<file path="src/rtl/vram_pkg.sv">
// Shared constants for the text-VRAM arbiter slice: geometry, requester ids
// and the arbiter state encoding.
package vram_pkg;

  localparam int VRAM_ADDR_W = 11;
  localparam int VRAM_DATA_W = 8;
  localparam int ROW_W       = 5;
  localparam int COL_W       = 6;
  localparam int LAST_ROW    = 16;
  localparam int LAST_COL    = 59;

  localparam int REQ_WRITER  = 0;
  localparam int REQ_SCROLL  = 1;
  localparam int REQ_CLEAR   = 2;

  typedef enum logic {
    ST_FREE   = 1'b0,
    ST_LOCKED = 1'b1
  } arb_state_t;

endpackage

</file>
<file path="src/rtl/vram_arbiter_rr_picker.sv">
// Round-robin picker: one-hot select of the first requester found searching
// upward from i_ptr+1 with wrap-around. Purely combinational.
module rr_picker #(
  parameter int N_REQ = 3,
  parameter int IDX_W = $clog2(N_REQ)
) (
  input  logic [N_REQ-1:0] i_req,
  input  logic [IDX_W-1:0] i_ptr,
  output logic [N_REQ-1:0] o_pick
);

  logic             found;
  logic [IDX_W-1:0] idx;

  // Walk the offsets 1..N_REQ from the pointer; the first hit wins.
  always_comb begin
    o_pick = '0;
    found  = 1'b0;
    idx    = '0;
    for (int off = 1; off <= N_REQ; off++) begin
      idx = IDX_W'((int'(i_ptr) + off) % N_REQ);
      if (!found && i_req[idx]) begin
        o_pick[idx] = 1'b1;
        found       = 1'b1;
      end
    end
  end

endmodule

</file>
<file path="src/rtl/vram_arbiter.sv">
// vram_arbiter: shares the single text-VRAM port between N_REQ engines.
// Round-robin grant with optional per-requester lock for bursts, registered
// VRAM command, and a tag pipeline that routes read data back to its issuer.
// Optional feature: define VRAM_ARB_LOCK_TIMEOUT_EN to enable the lock
// watchdog (force-release after LOCK_MAX locked cycles, sticky o_lock_err).
module vram_arbiter
  import vram_pkg::*;
#(
  parameter int N_REQ    = 3,
  parameter int ADDR_W   = VRAM_ADDR_W,
  parameter int DATA_W   = VRAM_DATA_W,
  parameter int RD_LAT   = 1,
  parameter int LOCK_MAX = 4096
) (
  input  logic                    i_clk,
  input  logic                    i_rst,
  input  logic [N_REQ-1:0]        i_req,
  input  logic [N_REQ-1:0]        i_lock,
  input  logic [N_REQ-1:0]        i_we,
  input  logic [N_REQ*ADDR_W-1:0] i_addr,
  input  logic [N_REQ*DATA_W-1:0] i_din,
  output logic [N_REQ-1:0]        o_gnt,
  output logic [N_REQ-1:0]        o_rvalid,
  output logic [DATA_W-1:0]       o_rdata,
  output logic                    o_vram_ce,
  output logic                    o_vram_wre,
  output logic [ADDR_W-1:0]       o_vram_addr,
  output logic [DATA_W-1:0]       o_vram_din,
  input  logic [DATA_W-1:0]       i_vram_dout,
  output logic                    o_lock_err
);

  localparam int IDX_W = $clog2(N_REQ);

  arb_state_t       state_reg;
  logic [IDX_W-1:0] owner_reg;
  logic [IDX_W-1:0] ptr_reg;
  logic [N_REQ-1:0] pick;
  logic [N_REQ-1:0] gnt;
  logic [IDX_W-1:0] gnt_idx;
  logic             xfer;
  logic             arb_free;
  logic             force_release;

  logic [ADDR_W-1:0] addr_arr [N_REQ];
  logic [DATA_W-1:0] din_arr  [N_REQ];

  logic [RD_LAT:0]   tag_valid_reg;
  logic [IDX_W-1:0]  tag_id_reg [RD_LAT+1];

  for (genvar gi = 0; gi < N_REQ; gi++) begin : g_unpack
    assign addr_arr[gi] = i_addr[gi*ADDR_W +: ADDR_W];
    assign din_arr[gi]  = i_din[gi*DATA_W +: DATA_W];
  end

  rr_picker #(.N_REQ(N_REQ), .IDX_W(IDX_W)) u_picker (
    .i_req  (i_req),
    .i_ptr  (ptr_reg),
    .o_pick (pick)
  );

  // The cycle the owner drops its lock already arbitrates as FREE.
  assign arb_free = (state_reg == ST_FREE) || !i_lock[owner_reg];

  // Grant: round-robin pick when free, else only the lock owner; none in reset.
  always_comb begin
    gnt = '0;
    if (!i_rst) begin
      if (arb_free)
        gnt = pick;
      else if (i_req[owner_reg])
        gnt[owner_reg] = 1'b1;
    end
  end

  // One-hot grant to index.
  always_comb begin
    gnt_idx = '0;
    for (int k = 0; k < N_REQ; k++)
      if (gnt[k]) gnt_idx = IDX_W'(k);
  end

  assign xfer  = |gnt;
  assign o_gnt = gnt;

  // Lock state, owner and round-robin pointer; watchdog release has priority.
  always_ff @(posedge i_clk) begin
    if (i_rst) begin
      state_reg <= ST_FREE;
      owner_reg <= '0;
      ptr_reg   <= IDX_W'(N_REQ - 1);
    end else begin
      if (xfer)
        ptr_reg <= gnt_idx;
      if (force_release) begin
        state_reg <= ST_FREE;
      end else if (xfer && i_lock[gnt_idx]) begin
        state_reg <= ST_LOCKED;
        owner_reg <= gnt_idx;
      end else if (arb_free) begin
        state_reg <= ST_FREE;
      end
    end
  end

`ifdef VRAM_ARB_LOCK_TIMEOUT_EN
  localparam int CNT_W = $clog2(LOCK_MAX + 1);

  logic [CNT_W-1:0] lock_cnt_reg;
  logic             lock_err_reg;

  assign force_release = (state_reg == ST_LOCKED) && i_lock[owner_reg] &&
                         (lock_cnt_reg == CNT_W'(LOCK_MAX - 1));

  // Watchdog: count locked cycles, clear on release, latch the error flag.
  always_ff @(posedge i_clk) begin
    if (i_rst) begin
      lock_cnt_reg <= '0;
      lock_err_reg <= 1'b0;
    end else begin
      if ((state_reg == ST_LOCKED) && !arb_free && !force_release)
        lock_cnt_reg <= lock_cnt_reg + 1'b1;
      else
        lock_cnt_reg <= '0;
      if (force_release)
        lock_err_reg <= 1'b1;
    end
  end

  assign o_lock_err = lock_err_reg;
`else
  logic unused_lock_cfg;

  assign unused_lock_cfg = (LOCK_MAX > 0);
  assign force_release   = 1'b0;
  assign o_lock_err      = 1'b0;
`endif

  // Register the VRAM command one cycle after the transfer; addr/din hold when idle.
  always_ff @(posedge i_clk) begin
    if (i_rst) begin
      o_vram_ce   <= 1'b0;
      o_vram_wre  <= 1'b0;
      o_vram_addr <= '0;
      o_vram_din  <= '0;
    end else begin
      o_vram_ce  <= xfer;
      o_vram_wre <= xfer & i_we[gnt_idx];
      if (xfer) begin
        o_vram_addr <= addr_arr[gnt_idx];
        o_vram_din  <= din_arr[gnt_idx];
      end
    end
  end

  // Read tag pipeline: stage 0 aligns with the registered command, stage RD_LAT with VRAM data.
  always_ff @(posedge i_clk) begin
    if (i_rst) begin
      tag_valid_reg <= '0;
      for (int s = 0; s <= RD_LAT; s++)
        tag_id_reg[s] <= '0;
    end else begin
      tag_valid_reg[0] <= xfer & ~i_we[gnt_idx];
      tag_id_reg[0]    <= gnt_idx;
      for (int s = 1; s <= RD_LAT; s++) begin
        tag_valid_reg[s] <= tag_valid_reg[s-1];
        tag_id_reg[s]    <= tag_id_reg[s-1];
      end
    end
  end

  // Return read data to the issuing requester for a single cycle.
  always_ff @(posedge i_clk) begin
    if (i_rst) begin
      o_rvalid <= '0;
      o_rdata  <= '0;
    end else begin
      o_rvalid <= '0;
      if (tag_valid_reg[RD_LAT]) begin
        o_rvalid[tag_id_reg[RD_LAT]] <= 1'b1;
        o_rdata                      <= i_vram_dout;
      end
    end
  end

endmodule

</file>
<file path="config.mk">
export PLATFORM = sky130hd
export DESIGN_NAME = vram_arbiter
export DESIGN_NICKNAME = d
export VERILOG_FILES = /design/src/rtl/vram_pkg.sv /design/src/rtl/vram_arbiter_rr_picker.sv /design/src/rtl/vram_arbiter.sv
export SDC_FILE = /design/constraint.sdc
export NUM_CORES = 1
export LEC_CHECK = 0
export ABC_CLOCK_PERIOD_IN_PS = 3300
export BUFFER_PORTS_ARGS = -buffer_cell sky130_fd_sc_hd__buf_4
export CORE_MARGIN = 3
export CORE_UTILIZATION = 46
export DETAILED_ROUTE_END_ITERATION = 6
export HOLD_SLACK_MARGIN = 0.05
export PLACE_DENSITY_LB_ADDON = 0.3
export RECOVER_POWER = 25
export SYNTH_ARGS = -nofsm -noshare
export SYNTH_HDL_FRONTEND = slang
export SYNTH_SLANG_ARGS = --single-unit
</file>
<file path="constraint.sdc">
create_clock -name i_clk -period 3.3 [get_ports i_clk]
set_input_delay 0.66 -clock i_clk [delete_from_list [all_inputs] [get_ports i_clk]]
set_output_delay 0.66 -clock i_clk [all_outputs]
set_load 0.05 [all_outputs]
</file>
## After elaboration in Yosys (flattened, before gate mapping)

Memories as Yosys holds them, arrays and structs flattened.
Index checks and enable logic that the tools add are counted.

- Divide/modulo/power cells: 3
- Muxes and demuxes: 47
- Reductions and logical operators: 15
- Bitwise gates (word level): 10
- $lt $le $gt $ge: 12
- Add/subtract/negate cells: 3

Operators with widths:

| cell | count |
|---|---|
| $mod 32x3->32 const B | 3 |
| $bmux 11 s2 | 1 |
| $mux 11 | 2 |
| $mux 1 | 20 |
| $lt 2x3->1 const B | 6 |
| $mux 3 | 6 |
| $bmux 8 s2 | 1 |
| $mux 8 | 2 |
| $bmux 1 s2 | 7 |
| $demux 1 s2 | 5 |
| $ge 2x1->1 const B | 5 |
| $logic_and 1x1->1 | 8 |
| $add 2x2->3 const B | 2 |
| $mux 2 | 3 |
| $or 3x3->3 | 2 |
| $add 2x1->3 const B | 1 |
| $ge 3x3->1 const B | 1 |
| $logic_not 1->1 | 3 |
| $not 1->1 | 3 |
| $not 2->3 | 1 |
| $reduce_or 3->1 | 1 |
| $and 1x1->1 | 2 |
| $or 1x1->1 | 2 |
| $reduce_bool 2->1 | 1 |
| 2 further kinds | 2 |

- Bits in writable memories: 4
- Input port bits: 76
- Flip-flop bits (word level): 39
- Output and inout port bits: 36
- Memories kept: 1

Memories:

| name | words | bits a word | rd ports | clocked after Yosys merged registers in | wr ports | RTL line | source |
|---|---|---|---|---|---|---|---|
| tag_id_reg | 2 | 2 | 2 | 0 | 2 | vram_arbiter.sv:49 | `logic [IDX_W-1:0] tag_id_reg [RD_LAT+1];` |

## Longest topological paths before layout

- Word-level depth: 19
- Mapped depth: 12

## By module

Synthesis repeated with hierarchy kept, for this count alone.

- Cells, all modules: 223
- Area, all modules: 2,253.4 um^2

Modules (own cells, without submodules):

| module | cells each | instances | area an instance (um^2) |
|---|---|---|---|
| vram_arbiter | 191 | 1 | 2,025.7 |
| rr_picker | 32 | 1 | 227.7 |

## Worst setup path before layout

Ideal clock, no wire load.

- Path kind: register to output
- Start point: register ptr_reg[0]
- End point: output o_gnt[0]
- Cell stages (with the launch flop): 10
- Path buffers: 2
- Data arrival time: 2.389 ns
- Path slack: 0.251 ns
- Data required time: 2.640 ns
- Path through: dfxtp_1 > inv_1 > ha_1 > buf_6 > mux2i_1 > o21ai_0 > a211o_1 > a211oi_1 > or2_1 > clkbuf_1

- Longest elaborated chain between the ends: 13
- Elaborated cells on any way between the ends: 40
- Classes of those cells: add/sub (3); div (3); order compare (6); mux (19); bitwise (2); reduce/logical (7)

Ends and longest elaborated chain:

| item | RTL line | source |
|---|---|---|
| start: declaration | vram_arbiter.sv:37 | `logic [IDX_W-1:0] ptr_reg;` |
| start signal: assignment | vram_arbiter.sv:91 | `ptr_reg <= IDX_W'(N_REQ - 1);` |
| start signal: assignment | vram_arbiter.sv:94 | `ptr_reg <= gnt_idx;` |
| $add 2x1->3 | vram_arbiter_rr_picker.sv:21 | `idx = IDX_W'((int'(i_ptr) + off) % N_REQ);` |
| $mod 32x3->32 | vram_arbiter_rr_picker.sv:21 |  |
| $lt 2x3->1 (not written as such), or another cell as far along | vram_arbiter_rr_picker.sv:23 | `o_pick[idx] = 1'b1;` |
| $logic_and 1x1->1 (not written as such) or $mux 1 (tied branches) | vram_arbiter_rr_picker.sv:23, vram_arbiter_rr_picker.sv:22 |  |
| $mux 1, on equally long branches | vram_arbiter_rr_picker.sv:23, vram_arbiter_rr_picker.sv:22 |  |
| $demux 1 s2 or $logic_not 1->1 (tied branches) | - |  |
| $mux 3 or $logic_and 1x1->1 (tied branches) | vram_arbiter_rr_picker.sv:22 | `if (!found && i_req[idx]) begin` |
| $or 3x3->3 (no source line) or $mux 1 (tied branches) | - |  |
| $mux 3 or $logic_not 1->1 (tied branches) | vram_arbiter_rr_picker.sv:22 |  |
| $or 3x3->3 (no source line) or $logic_and 1x1->1 (tied branches) | - |  |
| $mux 3 (*) | vram_arbiter_rr_picker.sv:22 |  |
| $mux 3 (*) | vram_arbiter.sv:69 | `if (arb_free)` |
| $mux 3 (*) | vram_arbiter.sv:68 | `if (!i_rst) begin` |
| end: declaration | vram_arbiter.sv:22 | `output logic [N_REQ-1:0] o_gnt,` |

Every way passes the cells marked *; elsewhere a longest branch is shown, timed or not. The select of a mux whose other input is x is not followed.

## Worst setup path after layout

- Start point: register ptr_reg[0]
- End point: output o_gnt[1]

The elaborated chain is that of the path after synthesis.

==> flow_summary.yaml <==
sta:
  setup_tns_ns: 0
  clock.fmax_mhz: 314
  period_share: 0.964
  tightest_slew_ns: 0.972
  setup_ws_ns: 0.119
  slew_viol_final: 0
  finClkSkew_ns: 0.00302
  rsz0062_at_grt: "no"
  setup_viol: 0
  final_hold_viol_count: 0
  max_slew_margin: 0.352
  min_period_ns: 3.18
die:
  coreArea_sq_mm: 0.00456
  io-pin-count: 112
  rows: 24
  initial_core_util: 0.498
  die_area_sq_mm: 0.00582
  die_x_um: 76.3
  chipHeight_um: 76.3
layout:
  largest-register: "o_vram_addr"
  final_nets: 430
  area_growth_pct: 43.1
  largest_register_ffs: 11
  drive_above_1_share: 0.373
  post-route-util: 0.712
  nFillCells: 356
  diodes: 0
  largestRegisters: "o_vram_addr x11, o_rdata x8, o_vram_din x8"
drt:
  wirelength_um: 5940
  wl_per_cell_um: 14.3
  drc: 0
  via_per_inst: 5.19
  vias: 2158
  drt_iter0_drc: 88
  drt_pre_antenna_iters: 4
  ant_nets: 0
global_route:
  grt_start_max_net_pins: 28
  grt_overflow: 0
  grt_pass1_vias: 2132
  grt_usage: 0.197
  grt_pass1_wl_um: 9460
  antenna_found_initial: 0
cts:
  clock-sinks: 43
  insertion_delay_ns: 0.29
  path_clk_slew_ns: 0.08
  cts_setup_buffers: 0
  htreeDepth: 2
  cts_max_path_buffers: 2
  cts_hold_buf: 0
  cts_root_buffer: "clkbuf_8"
  cts_tree: "done"
  cts_buffers: 5
job:
  cap_violations: 0
place:
  post-dp-hpwl_um: 4510
  post-place-ws_ns: 0.150
  portBuffers: 110
  routabilityCongestion: 0.835
critical_path:
  worstPathMaxFanout: 10
  regToRegSetupSlack_ns: 0.29
  endpoint_kind: "output port"
  worstSetupPathType: "reg2out"
  critPathArrivalTime_ns: 2.52
  worstSetupStartpointType: "flop"
  required_ns: 2.64
yosys:
  yosys.area.top_type_share: 0.379
  synthesis.area_per_instance_sq_um: 9.35
  yosysUniqueCellTypes: 46
  synth_largest_area_cell: "dfxtp_1"
  async_flop_share: 0
  ys_warn_count: 0
  synth_seq_cells: 43
  seq_area_frac_synth: 0.379
  synth_area_leaders: "dfxtp_1 (38%), mux2i_1 (14%), mux2_1 (7.9%)"
  synth_nets: 323
  syn-instance-count: 243
  ys.flop_type: "dfxtp_1"
  netlist_area_sq_mm: 0.00227
  synth-edff-count: 0
worst_hold_path:
  worstHoldPathType: "reg2reg"
power_and_ir_drop:
  p_leak_nw: 1.51
  cellPowerDensity_mw_per_mm2: 865
  peakVddDrop_v: 0.000553
status:
  status: "complete, no violations"
## final cells by class
type	count	area [sq um]	area share
flip-flops and latches	43	862	0.265
multi-input cells	173	1260	0.389
clock inverters	3	67.6	0.0208
clock buffers	5	68.8	0.0212
repair buffers	116	860	0.265
inverters	11	46.3	0.0142
well taps	65	81.3	0.0250
## final timing paths
kind                                from                     endpoint  depth (start not counted)
max              ptr_reg[0]$_SDFFE_PP0P_                     o_gnt[1]                          9
min          tag_valid_reg[0]$_SDFF_PP0_  tag_valid_reg[1]$_SDFF_PP0_                          1
max reg2reg      ptr_reg[1]$_SDFFE_PP1P_  o_vram_addr[4]$_SDFFE_PP0P_                         10
min reg2reg  tag_valid_reg[0]$_SDFF_PP0_  tag_valid_reg[1]$_SDFF_PP0_                          1
## cells in the mapped netlist (3+ instances only)
cell / instances
nor2_1: 14
dfxtp_1: 43
o21ai_0: 11
buf_6: 3
a21oi_1: 4
mux2_2: 3
nand2b_1: 3
nor2b_1: 4
mux2i_1: 31
inv_1: 9
ha_1: 4
nand2_1: 30
a22o_1: 3
nor4bb_1: 3
clkbuf_1: 6
mux2_1: 16
o21ai_1: 17
## timing repair
action | CTS | global route
gates resized for setup | 6 | 3
pin swaps | 0 | 1
hold endpoints to repair | 0 | 0
setup endpoints to repair | 2 | 2
## logic make-up after synthesis
| kind of cell | Yosys count | synth area share |
|---|---|---|
| muxes | 50 | 0.231 |
| other | 1 | 0.00165 |
| buffers and inverters | 27 | 0.0749 |
| DFF | 43 | 0.379 |
| AOI/OAI and AO/OA | 51 | 0.143 |
| adders and majority gates | 4 | 0.0220 |
| and+or+nand+nor | 67 | 0.149 |
## power breakdown
part,leakage (nW),internal [W],switching [W]
logic,1.10,0.000631,0.000948
registers,0.354,0.000666,0.0000871
clock network,0.0644,0.000302,0.000177
total,1.51,0.00160,0.00121
## worst max-delay path: stages, from the launching register on
cell      delay [ns]
dfxtp_2         0.36
inv_1           0.09
ha_4            0.32
mux2i_2         0.23
nor2_1          0.07
or3b_1          0.39
a311o_4         0.38
clkinv_4        0.08
buf_6           0.15
buf_8           0.15
## routing by layer
metal	share of wire	track usage	vias up
li1	-	-	1070
met1	0.39	0.205	1007
met2	0.53	0.373	77
met3	0.082	0.0709	4
met4	0.0054	0.0453	0
met5	0	0	-
## stage by stage
| stage | total power [W] | instance area [sq um] | std cells | hold slack (ns) |
|---|---|---|---|---|
| after CTS | 0.00282 | 3260 | 416 | 0.456 |
| after global placement | 0.00228 | 3100 | 408 | 0.420 |
| after floorplan | 0.00196 | 2270 | 243 | 0.414 |
| final | 0.00281 | 3250 | 416 | 0.451 |
| after detailed placement | 0.00230 | 3100 | 408 | 0.433 |
| after global routing | 0.00298 | 3250 | 416 | 0.464 |
## layout by cell type (no fill, tap or decap), types with 4 or more instances in the layout
cell type	synthesis	layout
buf_4	2	108
o21ai_1	17	17
nor2b_1	4	4
nand2_1	30	30
mux2i_1	31	30
o21ai_0	11	11
a21oi_1	4	4
clkbuf_8	0	5
mux2_1	16	16
clkbuf_1	6	6
inv_1	9	9
dfxtp_1	43	42
nor2_1	14	14
(Power assumes the default switching activity.)
